## config.mk

```make
export PLATFORM = sky130hd
export DESIGN_NAME = mem_arbiter
export DESIGN_NICKNAME = d
export VERILOG_FILES = /design/src/rtl/mem_arbiter.sv
export SDC_FILE = /design/constraint.sdc
export NUM_CORES = 1
export LEC_CHECK = 0
export ABC_AREA = 1
export CORE_AREA = 2 2 262 264
export DETAILED_ROUTE_END_ITERATION = 6
export DIE_AREA = 0 0 264 266
export GPL_TIMING_DRIVEN = 0
export PLACE_DENSITY = 0.49
export SLEW_MARGIN = 20
export SYNTH_ARGS = -nofsm -noshare
export SYNTH_HDL_FRONTEND = slang
export SYNTH_SLANG_ARGS = --single-unit
```

## constraint.sdc

```tcl
create_clock -name clk -period 1.48 [get_ports clk]
set_clock_uncertainty 0.05 [all_clocks]
set_input_delay 0.148 -clock clk [delete_from_list [all_inputs] [get_ports clk]]
set_output_delay 0.148 -clock clk [all_outputs]
set_load 0.02 [all_outputs]
```

## src/rtl/mem_arbiter.sv

```systemverilog
// mem_arbiter: shares one memory command/read-data port between the data cache
// (dc), instruction cache (ic) and graphics pixel fetcher (gp). One transaction
// is in flight at a time. Fixed priority dc > ic > gp, except that gp is
// promoted to the top once it has lost MAX_WAIT arbitrations while waiting.
module mem_arbiter #(
  parameter int ADDR_W   = 28,
  parameter int DATA_W   = 128,
  parameter int BEATS    = 4,
  parameter int MAX_WAIT = 8
) (
  input  logic                clk,
  input  logic                rst,
  input  logic                dc_req_valid,
  input  logic                dc_req_rnw,
  input  logic [ADDR_W-1:0]   dc_req_addr,
  input  logic [DATA_W-1:0]   dc_wdata,
  input  logic [DATA_W/8-1:0] dc_wmask,
  output logic                dc_req_ready,
  input  logic                ic_req_valid,
  input  logic [ADDR_W-1:0]   ic_req_addr,
  output logic                ic_req_ready,
  input  logic                gp_req_valid,
  input  logic [ADDR_W-1:0]   gp_req_addr,
  output logic                gp_req_ready,
  output logic                mem_cmd_valid,
  input  logic                mem_cmd_ready,
  output logic                mem_cmd_rnw,
  output logic [ADDR_W-1:0]   mem_cmd_addr,
  output logic [DATA_W-1:0]   mem_wdata,
  output logic [DATA_W/8-1:0] mem_wmask,
  input  logic                mem_rdata_valid,
  input  logic [DATA_W-1:0]   mem_rdata,
  output logic [DATA_W-1:0]   rdata,
  output logic                dc_rdata_valid,
  output logic                ic_rdata_valid,
  output logic                gp_rdata_valid,
  output logic [1:0]          owner
);

  localparam int CNT_W = (BEATS > 1) ? $clog2(BEATS) : 1;
  localparam int AGE_W = $clog2(MAX_WAIT + 1);
  localparam logic [CNT_W-1:0] LAST_BEAT = CNT_W'(BEATS - 1);
  localparam logic [AGE_W-1:0] AGE_MAX   = AGE_W'(MAX_WAIT);

  localparam logic [1:0] OWN_NONE = 2'd0;
  localparam logic [1:0] OWN_DC   = 2'd1;
  localparam logic [1:0] OWN_IC   = 2'd2;
  localparam logic [1:0] OWN_GP   = 2'd3;

  typedef enum logic [1:0] {IDLE, CMD, RDATA} state_t;

  state_t              state, state_nxt;
  logic [1:0]          win;
  logic [AGE_W-1:0]    gp_age;
  logic [CNT_W-1:0]    beat_cnt;
  logic                accept, beat, last_beat;

  // Next-state, arbitration winner and handshake strobes.
  always_comb begin
    state_nxt     = state;
    win           = OWN_NONE;
    mem_cmd_valid = 1'b0;
    accept        = 1'b0;
    beat          = 1'b0;
    last_beat     = 1'b0;
    case (state)
      IDLE: begin
        if (gp_req_valid && gp_age == AGE_MAX) win = OWN_GP;
        else if (dc_req_valid)                 win = OWN_DC;
        else if (ic_req_valid)                 win = OWN_IC;
        else if (gp_req_valid)                 win = OWN_GP;
        if (win != OWN_NONE) state_nxt = CMD;
      end
      CMD: begin
        mem_cmd_valid = 1'b1;
        accept        = mem_cmd_ready;
        if (accept) state_nxt = mem_cmd_rnw ? RDATA : IDLE;
      end
      RDATA: begin
        beat      = mem_rdata_valid;
        last_beat = beat && (beat_cnt == LAST_BEAT);
        if (last_beat) state_nxt = IDLE;
      end
      default: state_nxt = IDLE;
    endcase
  end

  // State register.
  always_ff @(posedge clk) begin
    if (rst) state <= IDLE;
    else     state <= state_nxt;
  end

  // Owner, latched command payload, beat counter and gp aging counter.
  always_ff @(posedge clk) begin
    if (rst) begin
      owner        <= OWN_NONE;
      mem_cmd_rnw  <= 1'b0;
      mem_cmd_addr <= '0;
      mem_wdata    <= '0;
      mem_wmask    <= '0;
      beat_cnt     <= '0;
      gp_age       <= '0;
    end else begin
      if (state == IDLE && win != OWN_NONE) begin
        owner <= win;
        if (win == OWN_DC) begin
          mem_cmd_rnw  <= dc_req_rnw;
          mem_cmd_addr <= dc_req_addr;
          mem_wdata    <= dc_wdata;
          mem_wmask    <= dc_wmask;
        end else begin
          mem_cmd_rnw  <= 1'b1;
          mem_cmd_addr <= (win == OWN_IC) ? ic_req_addr : gp_req_addr;
          mem_wdata    <= '0;
          mem_wmask    <= '0;
        end
        // gp ages only while it is actually waiting and loses.
        if (win == OWN_GP)                        gp_age <= '0;
        else if (gp_req_valid && gp_age != AGE_MAX) gp_age <= gp_age + 1'b1;
      end
      if (accept) begin
        beat_cnt <= '0;
        if (!mem_cmd_rnw) owner <= OWN_NONE;
      end
      if (beat) beat_cnt <= beat_cnt + 1'b1;
      if (last_beat) owner <= OWN_NONE;
    end
  end

  assign dc_req_ready   = accept && owner == OWN_DC;
  assign ic_req_ready   = accept && owner == OWN_IC;
  assign gp_req_ready   = accept && owner == OWN_GP;

  // Beats are broadcast; only the owner's valid strobe is raised.
  assign rdata          = mem_rdata;
  assign dc_rdata_valid = beat && owner == OWN_DC;
  assign ic_rdata_valid = beat && owner == OWN_IC;
  assign gp_rdata_valid = beat && owner == OWN_GP;

endmodule

```

==> flow_summary.toml <==
[setup_path]
crit_chain = "inv_2 -> ha_4 -> nand4_4 -> nand2_2 -> nand2_2 -> nand3_4 -> inv_12 -> buf_16 -> clkbuf_16 -> nand2_1 -> a21oi_1"
cp_num_buf_inv = 4
critPathRequiredTime_ns = 1.83
start_kind = "register"
crit_slowest_cell = "dfxtp_2"
worst_path_most_repeated_cell = "nand2_2"
critical_path_class = "register to register"
critical-path-top-delay-family = "buffers and inverters"
cp-end-kind = "register"
crit_fanout = 9
cp_slowest_stage_delay_ns = 0.34
arrival_ns = 2.09

[placed_design]
pre_cts_ws_ns = -1.388
gp_congestion = 0.7996
place_area_mm2 = 0.01485
io_buffers = 544
hpwl_um = 32490
placed_cells = 2548

[synthesis]
synth_most_common_cell = "nand2_1"
ys_warn_count = 0
postSynthAreaPerCell_um2 = 7.335
synthTopCellsByCount = "nand2_1, a21oi_1, dfxtp_1"
synth-edff-count = 0
synth_area_leaders = "dfxtp_1, nand2_1, buf_4"
syn-instance-count = 1122
synth_ff_type = "dfxtp_1"
synth_top_area_frac = 0.4451
syn_nets = 1489
yosysSeqAreaShare = 0.4451
synth.ff_latch_count = 183
synth-async-reset-ratio = 0
netlist_area_mm2 = 0.008230
ys_types = 23
yosysTopAreaCell = "dfxtp_1"

[clocking]
cts_buffer_depth = 2
htree_num_levels = 4
cts_root_buf = "clkbuf_16"
clk_latency_ns = 0.49
cts_tree = "built"
clock-sinks = 183
cts-buffers-inserted = 17
clk_pin_slew_ns = 0.08
hold_buffers = 0

[finish]
final_area_mm2 = 0.01813
fin_util = 0.2677
fin_cells = 2642
multi_input_area_mm2 = 0.004594
drive_above_1_share = 0.3584
regArea_mm2 = 0.003676
num-fill-cells = 7294
area_growth_pct = 120.3
final_nets = 2109

[global_route]
track_usage = 0.1179
antenna_found_initial = 4
grt_pass1_wl_um = 61660
grt_pass1_vias = 9976
grt_start_max_net_pins = 20
grt-ovfl-total = 0

[routing]
dr.pass1.iters = 4
postRouteWirelength_um = 44570
vias = 9905
vias_per_cell = 3.749
drc = 0
antenna_left = 0
first_iter_violations = 224
post_drt_wl_per_cell_um = 16.87

[timing]
whs_ns = 0.1550
hold_violations = 0
final_max_slew_viol_count = 0
final.setup.tns_ns = -36.87
tightest_slew_ns = 0.7925
rsz0062_at_grt = "true"
finalCriticalPeriod_ns = 1.738
finalSetupViolCount = 185
timing.slew.headroom = 0.4717
setup_slack_ns = -0.2580
fmax_mhz = 575.4
fin_crit_sh = 1.174

[power]
vdd_drop_max_mv = 0.8462
total_power_mw = 16.31
leakagePower_nw = 7.852
p_per_area_mw_per_mm2 = 899.1

[floorplanning]
fp.dieH_um = 266
dieArea_mm2 = 0.07022
io_pins = 674
die_x_um = 264
rows = 96
coreArea_mm2 = 0.06775
start_util = 0.1215

[flow_run]
cap_violations = 0

[outcome]
outcome = "complete, but fails checks"
failed_checks = "setup timing"

[min_path]
hp-class = "input pin to register"
==> registers in the layout (all words and copies together) (netlist names) <==
register / flops
owner: 2
state: 2
mem_wmask: 16
beat_cnt: 2
mem_cmd_rnw: 1
gp_age: 4
mem_cmd_addr: 28
mem_wdata: 128
==> path summary, 6_finish.rpt <==
| path | startpoint | end | slack (ns) | cells after the start |
|---|---|---|---|---|
| max | gp_age[1]$_SDFFE_PP0P_ | mem_wdata[82]$_SDFFE_PP0N_ | -0.26 | 11 |
| max reg2reg | gp_age[1]$_SDFFE_PP0P_ | mem_wdata[82]$_SDFFE_PP0N_ | -0.26 | 11 |
| min | dc_wdata[112] | mem_wdata[112]$_SDFFE_PP0N_ | 0.15 | 3 |
| min reg2reg | beat_cnt[0]$_SDFFE_PP0P_ | beat_cnt[0]$_SDFFE_PP0P_ | 0.41 | 1 |
==> worst reg2reg max path, cell delays in order (launching register included) <==
cell and delay, ns:
dfxtp_2 0.34, inv_2 0.05, ha_4 0.16, nand4_4 0.10, nand2_2 0.07, nand2_2 0.10
nand3_4 0.12, inv_12 0.14, buf_16 0.19, clkbuf_16 0.16, nand2_1 0.05, a21oi_1 0.12
==> placed cells by master (no fill, tap or decap), types with 3 or more instances in the layout <==
cell type	n
inv_1	66
buf_12	17
nor3_2	7
a21oi_2	129
o21ai_1	11
nand2_2	58
buf_6	17
inv_2	4
nor2_1	5
inv_6	6
clkbuf_1	16
clkinv_8	3
nand2_1	210
nand3_1	10
clkbuf_4	7
o21ai_2	9
buf_8	19
nand3_4	12
dlygate4sd2_1	158
dfxtp_1	177
a21oi_1	53
clkdlybuf4s15_1	11
nand3_2	40
buf_4	150
clkdlybuf4s50_1	362
buf_16	8
nand2_4	67
clkbuf_2	17
o21ai_0	40
dfxtp_2	4
inv_8	3
nor2_4	4
clkbuf_16	30
diode_2	5
==> final cells by class <==
type                       instances  share of cell area
timing repair buffer             605              0.3431
multi-input combinational        668              0.2533
sequential                       183              0.2027
buffer                           195             0.09024
tap                              882             0.06085
clock buffer                      17             0.02346
inverter                          72             0.01573
clock inverter                    15            0.009866
antenna                            5           0.0006899
==> cells by family after synthesis <==
family / synth area share
AO/OA/AOI/OAI: 0.1485
XOR/XNOR: 0.001064
adder cells (fa/ha/maj): 0.004561
buffers and inverters: 0.1940
flip-flops: 0.4451
AND/OR/NAND/NOR: 0.2067
==> what timing repair did <==
| action | 4_1_cts | 5_1_grt |
|---|---|---|
| endpoints found under the hold margin | 0 | 0 |
| endpoints found under the setup margin | 364 | 199 |
| cloned | 12 | 13 |
| setup buffers | 30 | 13 |
| resized for setup | 521 | 308 |
| pin swaps | 46 | 77 |
==> routing by layer <==
layer	part of all wire	GRT usage	wire length (um)
met1	0.37	0.1226	16470
met2	0.53	0.2161	23610
met3	0.072	0.03872	3198
met4	0.029	0.05068	1285
met5	0	0	0
==> power by group <==
group          switching, mW  total (mW)  internal, mW
clock network           2.52        4.95          2.43
logic                   3.00        5.83          2.84
registers              0.219        5.52          5.31
total                   5.73        16.3          10.6
No activity file was read; power rests on OpenSTA's default activity.
